## config.mk

```make
export PLATFORM = sky130hd
export DESIGN_NAME = sext_pipe
export DESIGN_NICKNAME = d
export VERILOG_FILES = /design/src/rtl/sext_pipe.sv
export SDC_FILE = /design/constraint.sdc
export NUM_CORES = 1
export LEC_CHECK = 0
export BUFFER_PORTS_ARGS = -buffer_cell sky130_fd_sc_hd__buf_2
export CORE_MARGIN = 10
export CORE_UTILIZATION = 25
export DETAILED_ROUTE_END_ITERATION = 8
export SLEW_MARGIN = 5
export SYNTH_ARGS = -nofsm -noshare
export SYNTH_HDL_FRONTEND = slang
export SYNTH_SLANG_ARGS = --single-unit
```

## constraint.sdc

```tcl
create_clock -name clk -period 1.7 [get_ports clk]
set_input_delay 0 -clock clk [delete_from_list [all_inputs] [get_ports clk]]
set_output_delay 0 -clock clk [all_outputs]
set_load 0.005 [all_outputs]
```

## src/rtl/sext_pipe.sv

```systemverilog
// Two-stage valid/ready pipeline that masks a raw field to one of four widths
// and zero- or sign-extends it to OUT_W bits, counting delivered results.
module sext_pipe #(
   parameter int unsigned IN_W  = 11,
   parameter int unsigned OUT_W = 16,
   parameter int unsigned W0    = 5,
   parameter int unsigned W1    = 6,
   parameter int unsigned W2    = 9,
   parameter int unsigned W3    = 11
) (
   input  logic             clk,
   input  logic             reset,
   input  logic             in_valid,
   output logic             in_ready,
   input  logic [IN_W-1:0]  in_data,
   input  logic [1:0]       in_sel,
   input  logic             in_zext,
   output logic             out_valid,
   input  logic             out_ready,
   output logic [OUT_W-1:0] out_data,
   output logic             out_neg,
   output logic [15:0]      xfer_cnt
);

   localparam int unsigned CNT_W = 16;

   // Elaboration-time parameter legality checks.
   if (IN_W > OUT_W) begin : g_bad_in_w
      $error("sext_pipe: IN_W must not exceed OUT_W");
   end
   if (W0 < 1 || W0 > IN_W) begin : g_bad_w0
      $error("sext_pipe: W0 out of range");
   end
   if (W1 < 1 || W1 > IN_W) begin : g_bad_w1
      $error("sext_pipe: W1 out of range");
   end
   if (W2 < 1 || W2 > IN_W) begin : g_bad_w2
      $error("sext_pipe: W2 out of range");
   end
   if (W3 < 1 || W3 > IN_W) begin : g_bad_w3
      $error("sext_pipe: W3 out of range");
   end

   function automatic int unsigned sel_width(input logic [1:0] sel);
      case (sel)
         2'd0:    return W0;
         2'd1:    return W1;
         2'd2:    return W2;
         default: return W3;
      endcase
   endfunction

   logic             a_valid;
   logic [IN_W-1:0]  a_data;
   logic [1:0]       a_sel;
   logic             a_zext;
   logic             adv_a;
   logic             adv_b;
   logic [IN_W-1:0]  masked;
   logic [OUT_W-1:0] ext;
   logic             sign;
   int unsigned      wk_in;
   int unsigned      wk_a;

   assign adv_b    = !out_valid || out_ready;
   assign adv_a    = !a_valid || adv_b;
   assign in_ready = adv_a && !reset;

   // Clear field bits above the selected width before they enter stage A.
   always_comb begin
      masked = '0;
      wk_in  = sel_width(in_sel);
      for (int unsigned i = 0; i < IN_W; i++) begin
         if (i < wk_in) masked[i] = in_data[i];
      end
   end

   // Stage A bits above wk are already zero, so only the sign fill is added.
   always_comb begin
      sign = 1'b0;
      wk_a = sel_width(a_sel);
      ext  = OUT_W'(a_data);
      for (int unsigned i = 0; i < IN_W; i++) begin
         if (i + 1 == wk_a) sign = a_data[i];
      end
      for (int unsigned i = 0; i < OUT_W; i++) begin
         if (i >= wk_a && sign && !a_zext) ext[i] = 1'b1;
      end
   end

   always_ff @(posedge clk) begin
      if (reset) begin
         a_valid   <= 1'b0;
         a_data    <= '0;
         a_sel     <= '0;
         a_zext    <= 1'b0;
         out_valid <= 1'b0;
         out_data  <= '0;
         out_neg   <= 1'b0;
         xfer_cnt  <= '0;
      end else begin
         if (adv_a) begin
            a_valid <= in_valid;
            if (in_valid) begin
               a_data <= masked;
               a_sel  <= in_sel;
               a_zext <= in_zext;
            end
         end
         if (adv_b) begin
            out_valid <= a_valid;
            if (a_valid) begin
               out_data <= ext;
               out_neg  <= ext[OUT_W-1];
            end
         end
         if (out_valid && out_ready) xfer_cnt <= xfer_cnt + CNT_W'(1);
      end
   end

endmodule

```

==> metrics.md, run 1 <==
| Metric | Value |
|---|---|
| Status | `completed` |
| All-Layer GR Usage | `0.0892` |
| Syn-to-layout area delta | `38.7%` |
| Worst R2R Path Depth | `4` |
| Antenna Nets Post-Route | `0` |
| Vias | `1787` |
| Syn Inst Count | `224` |
| Reg-to-reg slack, setup | `0.07 ns` |
| Gp weighted congestion | `0.750` |
| Crit path to | `xfer_cnt[15]` |
| Post-synth ARST share | `0` |
| Worst-Margin Slew | `0.364 ns` |
| Largest net degree at the start of global routing | `22` |
| Int Pwr | `1.52 mW` |
| LEAKAGE | `1.12 nW` |
| Dominant synthesized flop cell | `dfxtp_1` |
| # diodes | `0` |
| Switch Pwr | `0.504 mW` |
| Row count | `31` |
| Final cell count without fillers | `405` |
| Pwr Total | `2.02 mW` |
| Vias in the first global route | `1802` |
| Synthesized Nets | `243` |
| CTS H-tree depth | `2` |
| Initial DRT Pass Iterations | `4` |
| Die width | `107 um` |
| Die Y | `107 um` |
| Layout cells sized above 1 | `0.288` |
| Core Area | `7290 sq um` |
| Iter 0 DRT Violations | `41` |
| Hpwl dp | `3.79 mm` |
| Clock Path Buffers | `2` |
| Fin Clk Skew | `0.00782 ns` |
| Final period util | `0.956` |
| Syn_area_per_cell | `8.41 sq um` |
| Utilization after layout | `0.358` |
| Share of the synthesized area in the top cell type | `0.500` |
| Fin crit period | `1.63 ns` |
| Top cells by area, synth | `dfxtp_1 50%, nand2_1 8.0%, a21oi_1 6.6%` |
| RR Endpoint | `xfer_cnt[15]` |
| Fill count | `793` |
| Final Hold Viols | `0` |
| Clock root buffer master | `clkbuf_8` |
| Slowest stage cell, crit path | `or3_4` |
| Vias per inst | `4.41` |
| Rel. slew slack | `0.754` |
| Yosys warnings | `0` |
| R2R Path Start | `xfer_cnt[7]` |
| Clk network pwr share | `0.329` |
| # clock sinks | `47` |
| Initial core utilization | `0.258` |
| Nets | `324` |
| TritonCTS buffer count | `5` |
| Placed cells | `382` |
| EDFF count, synth | `0` |
| Total Wirelength | `5.03 mm` |
| Setup violators final | `0` |
| GRT overflow | `0` |
| FF+latch count, synth | `47` |
| Clock latency on the worst-skew pair | `0.30 ns` |
| Gate power share | `0.098` |
| Final Cell Area | `2610 sq um` |
| Clock-pin slew on the worst setup and hold paths | `0.09 ns` |
| Final Max Tran Viols | `0` |
| Die Area | `11400 sq um` |
| I/O pins | `53` |
| Highest Clock Rate | `0.615 GHz` |
| Critical path type | `reg2reg` |
| Sequential element share of the synthesized area | `0.500` |
| Worst hold path type | `in2reg` |
| Placement Cell Area | `2370 sq um` |
| RSZ-0062 raised after global routing | `yes` |
| Post-Syn Area | `1880 sq um` |
| WL/cell | `12.4 um` |
| CP endpoint kind | `flip-flop` |
| Max Cap Viol | `0` |
| CP max stage delay | `0.42 ns` |
| Port bufs | `52` |
| Sw Ratio | `0.249` |
| # DRC | `0` |
| VDD IR max | `0.394 mV` |
| Worst EP required | `1.89 ns` |
| Worst EP arrival | `1.81 ns` |
| Worst setup SP type | `flip-flop` |
| PwrDens | `775 nW/um^2` |
| CP cell instances | `nand4_2, or3_4, nor4b_2, mux2_2` |
| CP startpoint | `xfer_cnt[7]` |
| Critical Path Fanout Max | `7` |
| Yosys cell types | `38` |
| CTS tree | `done` |
| Synth area leader | `dfxtp_1` |
| Global-route wire length before repair | `8.49 mm` |
| Initial antenna violation count | `0` |
| Setup repair bufs after CTS | `0` |
| Sequential Power Share | `0.573` |
[worst min path at each step]
stage / from / end / slack [ns] / depth (start not counted)
after floorplan: in_valid / a_valid / 0.12 / 2
after global placement: in_valid / a_valid / 0.24 / 3
after detailed placement: in_valid / a_valid / 0.25 / 3
after CTS: out_ready / xfer_cnt[1] / 0.02 / 3
after global routing: out_ready / xfer_cnt[1] / 0.05 / 3
final: out_ready / xfer_cnt[1] / 0.02 / 3
[timing repair]
| item | in CTS | in global routing |
|---|---|---|
| gates resized for setup | 0 | 2 |
| hold buffers | 15 | 0 |
| setup endpoints to repair | 0 | 5 |
| endpoints found under the hold margin | 15 | 0 |
[synthesized netlist by cell type, types with 3 or more instances]
cell type,count
a21o_1,4
a21oi_1,25
clkbuf_1,7
dfxtp_1,47
inv_1,5
mux2i_1,3
nand2_1,40
nand3_1,9
nand4_1,4
nor2_1,23
nor3_1,13
nor4_1,4
xnor2_1,5
xor2_1,5
[critical path, delay by kind of cell (launching register included)]
kind | cells | cell delay (ns)
DFF | 1 | 0.38
muxes | 1 | 0.35
and+or+nand+nor | 3 | 0.79
[kinds of logic after synthesis]
kind of cell	after synthesis	synth area share
buffers and inverters	17	0.0385
xor gates and xnor gates	10	0.0465
AOI/OAI and AO/OA	36	0.109
DFF	47	0.500
adders and majority gates	1	0.00664
and+or+nand+nor	109	0.278
muxes	4	0.0219
[cell usage in the layout, fill, tap and decap left out, types with 2 or more instances in the layout]
cell type / instances
nor2b_1: 2
o21ai_0: 2
dfxtp_1: 44
buf_2: 52
nor3_1: 13
a21o_1: 4
nand2_1: 40
clkbuf_8: 5
dlygate4sd3_1: 15
a21oi_1: 25
dfxtp_2: 3
xnor2_1: 5
nand2b_1: 2
mux2i_1: 3
nor2_1: 23
nor4_1: 3
buf_4: 19
inv_1: 5
xor2_1: 5
nand3_1: 9
nand4_1: 4
[through the flow]
stage	hold slack (ns)	setup TNS [ns]	setup slack [ns]
6_report	0.0217	0	0.0743
5_1_grt	0.0516	-0.0486	-0.0393
4_1_cts	0.0201	0	0.000812
3_5_place_dp	0.246	0	0.0129
3_3_place_gp	0.239	0	0.0552
2_1_floorplan	0.121	0	0.00274
[area by class of cell]
class	instances	area, sq um	area share
clock buffers	6	72.6	0.0278
clock inverters	2	12.5	0.00479
inverters	5	18.8	0.00718
multi-input cells	160	887	0.340
flip-flops and latches	47	945	0.362
well taps	99	124	0.0474
repair buffers	86	553	0.212
[flip-flops by register name (all words and copies together), names as in the netlist]
name and cells:
a_data 11, out_valid 1, out_data 15, a_sel 2
xfer_cnt 16, a_valid 1, a_zext 1
[power by group through the flow]
stage          Sequential (mW)  Combinational (mW)  Clock (mW)
4_1_cts                   1.16               0.202       0.695
2_1_floorplan             1.18              0.0908           0
6_report                  1.16               0.199       0.666
3_5_place_dp              1.19               0.175           0
5_1_grt                   1.17               0.227       0.728
3_3_place_gp              1.18               0.174           0
[per-layer routing]
metal | global-route usage | part of all wire
met1 | 0.108 | 0.47
met2 | 0.145 | 0.45
met3 | 0.0341 | 0.069
met4 | 0.0232 | 0.0068
met5 | 0 | 0
Power figures use the tool's default switching activity.
==> inputs of run 2 (changes only) <==
Settings changed: CORE_ASPECT_RATIO set to 0.7.
==> run 2 against run 1 <==
Core utilization down 0.066 points. Routed wire length up 4.9%. Final area up 0.19%. Via count up 0.22%. Register-to-register slack about the same. Die area up 0.48%. Worst hold slack better by 0.0023 ns. Critical path depth unchanged. Count of clock-buffer cells in the layout unchanged. Critical endpoint unchanged. Highest routed layer unchanged.
==> metrics.md, run 2 (synthesis gave the netlist of run 1 again) <==
| Metric | Value |
|---|---|
| Status | `completed` |
| Largest net degree at the start of global routing | `31 (+41%)` |
| Syn-to-layout area delta | `39.0%` |
| CP cell instances | `nand4_2, or3_4, nor4b_4, mux2_2` |
| Layout cells sized above 1 | `0.289 (+0.000943)` |
| Total Wirelength | `5.28 mm (+4.9%)` |
| Core Area | `7320 sq um (+0.38%)` |
| GRT overflow | `0 (unchanged)` |
| # DRC | `0 (unchanged)` |
| TritonCTS buffer count | `5 (unchanged)` |
| Iter 0 DRT Violations | `75 (+83%)` |
| Hpwl dp | `3.84 mm (+1.5%)` |
| CP max stage delay | `0.43 ns (about the same)` |
| Highest Clock Rate | `0.614 GHz (-0.25%)` |
| Worst hold path type | `in2reg` |
| CTS tree | `done` |
| Critical Path Fanout Max | `7 (unchanged)` |
| Setup repair bufs after CTS | `0 (unchanged)` |
| Commonest non-fill, non-tap cell in the layout | `buf_2` |
| Pwr Total | `2.04 mW (+0.87%)` |
| Final Max Tran Viols | `0 (unchanged)` |
| RSZ-0062 raised after global routing | `no` |
| Reg-to-reg slack, setup | `0.07 ns (about the same)` |
| Vias in the first global route | `1699 (-5.7%)` |
| Worst setup SP type | `flip-flop` |
| Final Hold Viols | `0 (unchanged)` |
| Worst EP arrival | `1.82 ns (about the same)` |
| Critical path type | `reg2reg` |
| Most frequent cells in the layout | `52 x buf_2, 44 x dfxtp_1, 40 x nand2_1` |
| Global-route wire length before repair | `8.77 mm (+3.2%)` |
| Pre-CTS setup slack | `0.0126 ns (-0.000301 ns)` |
| Setup TNS | `0 ns (unchanged)` |
| WL/cell | `13.1 um (+5.1%)` |
| Clock-pin slew on the worst setup and hold paths | `0.09 ns (about the same)` |
| Worst EP required | `1.89 ns (about the same)` |
| Utilization after layout | `0.358 (-0.000663)` |
| Post-layout worst setup margin | `0.0701 ns (-0.00414 ns)` |
| VDD IR max | `0.284 mV (-28%)` |
| Fill count | `780 (-1.6%)` |
| Die Y | `92.6 um (-13%)` |
| Max Cap Viol | `0 (unchanged)` |
| Largest regs | `xfer_cnt x16, out_data x15, a_data x11` |
| Nets | `323 (-0.31%)` |
| Fin Clk Skew | `0.00718 ns (-0.000639 ns)` |
| LEAKAGE | `1.13 nW (+1.1%)` |
| PwrDens | `780 nW/um^2 (+0.68%)` |
| Vias per inst | `4.43 (+0.47%)` |
| Final period util | `0.959 (+0.00243)` |
| Clock Path Buffers | `2 (unchanged)` |
| Slowest stage cell, crit path | `or3_4` |
| Initial core utilization | `0.257 (-0.000971)` |
| Fin crit period | `1.63 ns (+0.00414 ns)` |
| I/O pins | `53 (unchanged)` |
| Clock root buffer master | `clkbuf_8` |
| Gp weighted congestion | `0.751 (+0.15%)` |
| CTS H-tree depth | `2 (unchanged)` |
| Row count | `26 (-16%)` |
| Initial DRT Pass Iterations | `4 (unchanged)` |
| Max reg flops | `16 (unchanged)` |
| Final hold slack | `0.0240 ns (+0.00232 ns)` |
| Vias | `1791 (+0.22%)` |
| Clock latency on the worst-skew pair | `0.30 ns (about the same)` |
| Area taken by multi-input logic gates | `895 sq um (+0.85%)` |
| # clock sinks | `47 (unchanged)` |
| Antenna Nets Post-Route | `0 (unchanged)` |
| Die width | `124 um (+16%)` |
| Storage cell area | `945 sq um (unchanged)` |
| Most flops, register | `xfer_cnt` |
| All-Layer GR Usage | `0.0954 (+0.00612)` |
| Port bufs | `52 (unchanged)` |
| Initial antenna violation count | `1 (+1)` |
| Worst-Margin Slew | `0.524 ns (+0.160 ns)` |
| Setup violators final | `0 (unchanged)` |
| Rel. slew slack | `0.651 (-0.104)` |
| CP endpoint kind | `flip-flop` |
| Die Area | `11500 sq um (+0.48%)` |
[run 2: changes by cell type in the layout (fill, tap and decap cells not counted), sizes merged]
cell / delta
clkinv: -1
inv: +1
diode: +1
buf: -1
[run 2: per-layer routing]
| layer | global-route usage | routed length, um | share of wire | up-vias |
|---|---|---|---|---|
| li1 | - | - | - | 931 |
| met3 | 0.0352 | 400 | 0.076 | 6 |
| met2 | 0.136 | 2240 | 0.42 | 42 |
| met4 | 0.0377 | 97 | 0.018 | 0 |
| met5 | 0 | 0 | 0 | - |
| met1 | 0.127 | 2540 | 0.48 | 812 |
[run 2: final cells by class]
cell class              count  area share
inverters                   5     0.00717
clock inverters             2     0.00621
well taps                  98      0.0468
repair buffers             85       0.208
flip-flops and latches     47       0.361
clock buffers               6      0.0277
multi-input cells         160       0.342
diodes                      1    0.000956
[run 2: per-stage QoR]
step                cells  instance area, sq um
CTS                   403                  2600
global route          404                  2620
floorplan             224                  1890
detailed placement    380                  2360
finish                404                  2620
global placement      380                  2360
[run 2: path summary, 6_finish.rpt]
check	startpoint	to	depth (start not counted)
hold / removal	out_ready	xfer_cnt[1]	3
setup reg to reg	xfer_cnt[8]	xfer_cnt[15]	4
hold reg to reg	out_data[11]	out_data[11]	1
setup / recovery	xfer_cnt[8]	xfer_cnt[15]	4
[run 2: what timing repair did]
item                                    in CTS  in global routing
pin swaps                                    0                  0
endpoints found under the setup margin       1                  2
resized for setup                            1                  3
hold endpoints to repair                    15                  0
hold buffers                                15                  0
[run 2: worst max-delay path, delay by kind of cell (launching register included)]
kind	cells	cell delay [ns]
AND/OR/NAND/NOR	3	0.81
multiplexers	1	0.35
flip-flops	1	0.36
[run 2: report_power, final]
| part | switching, mW | leakage [nW] | total [mW] | internal [mW] |
|---|---|---|---|---|
| registers | 0.0249 | 0.384 | 1.16 | 1.14 |
| logic | 0.102 | 0.705 | 0.198 | 0.0959 |
| clock network | 0.388 | 0.0418 | 0.684 | 0.296 |
| total | 0.515 | 1.13 | 2.04 | 1.53 |
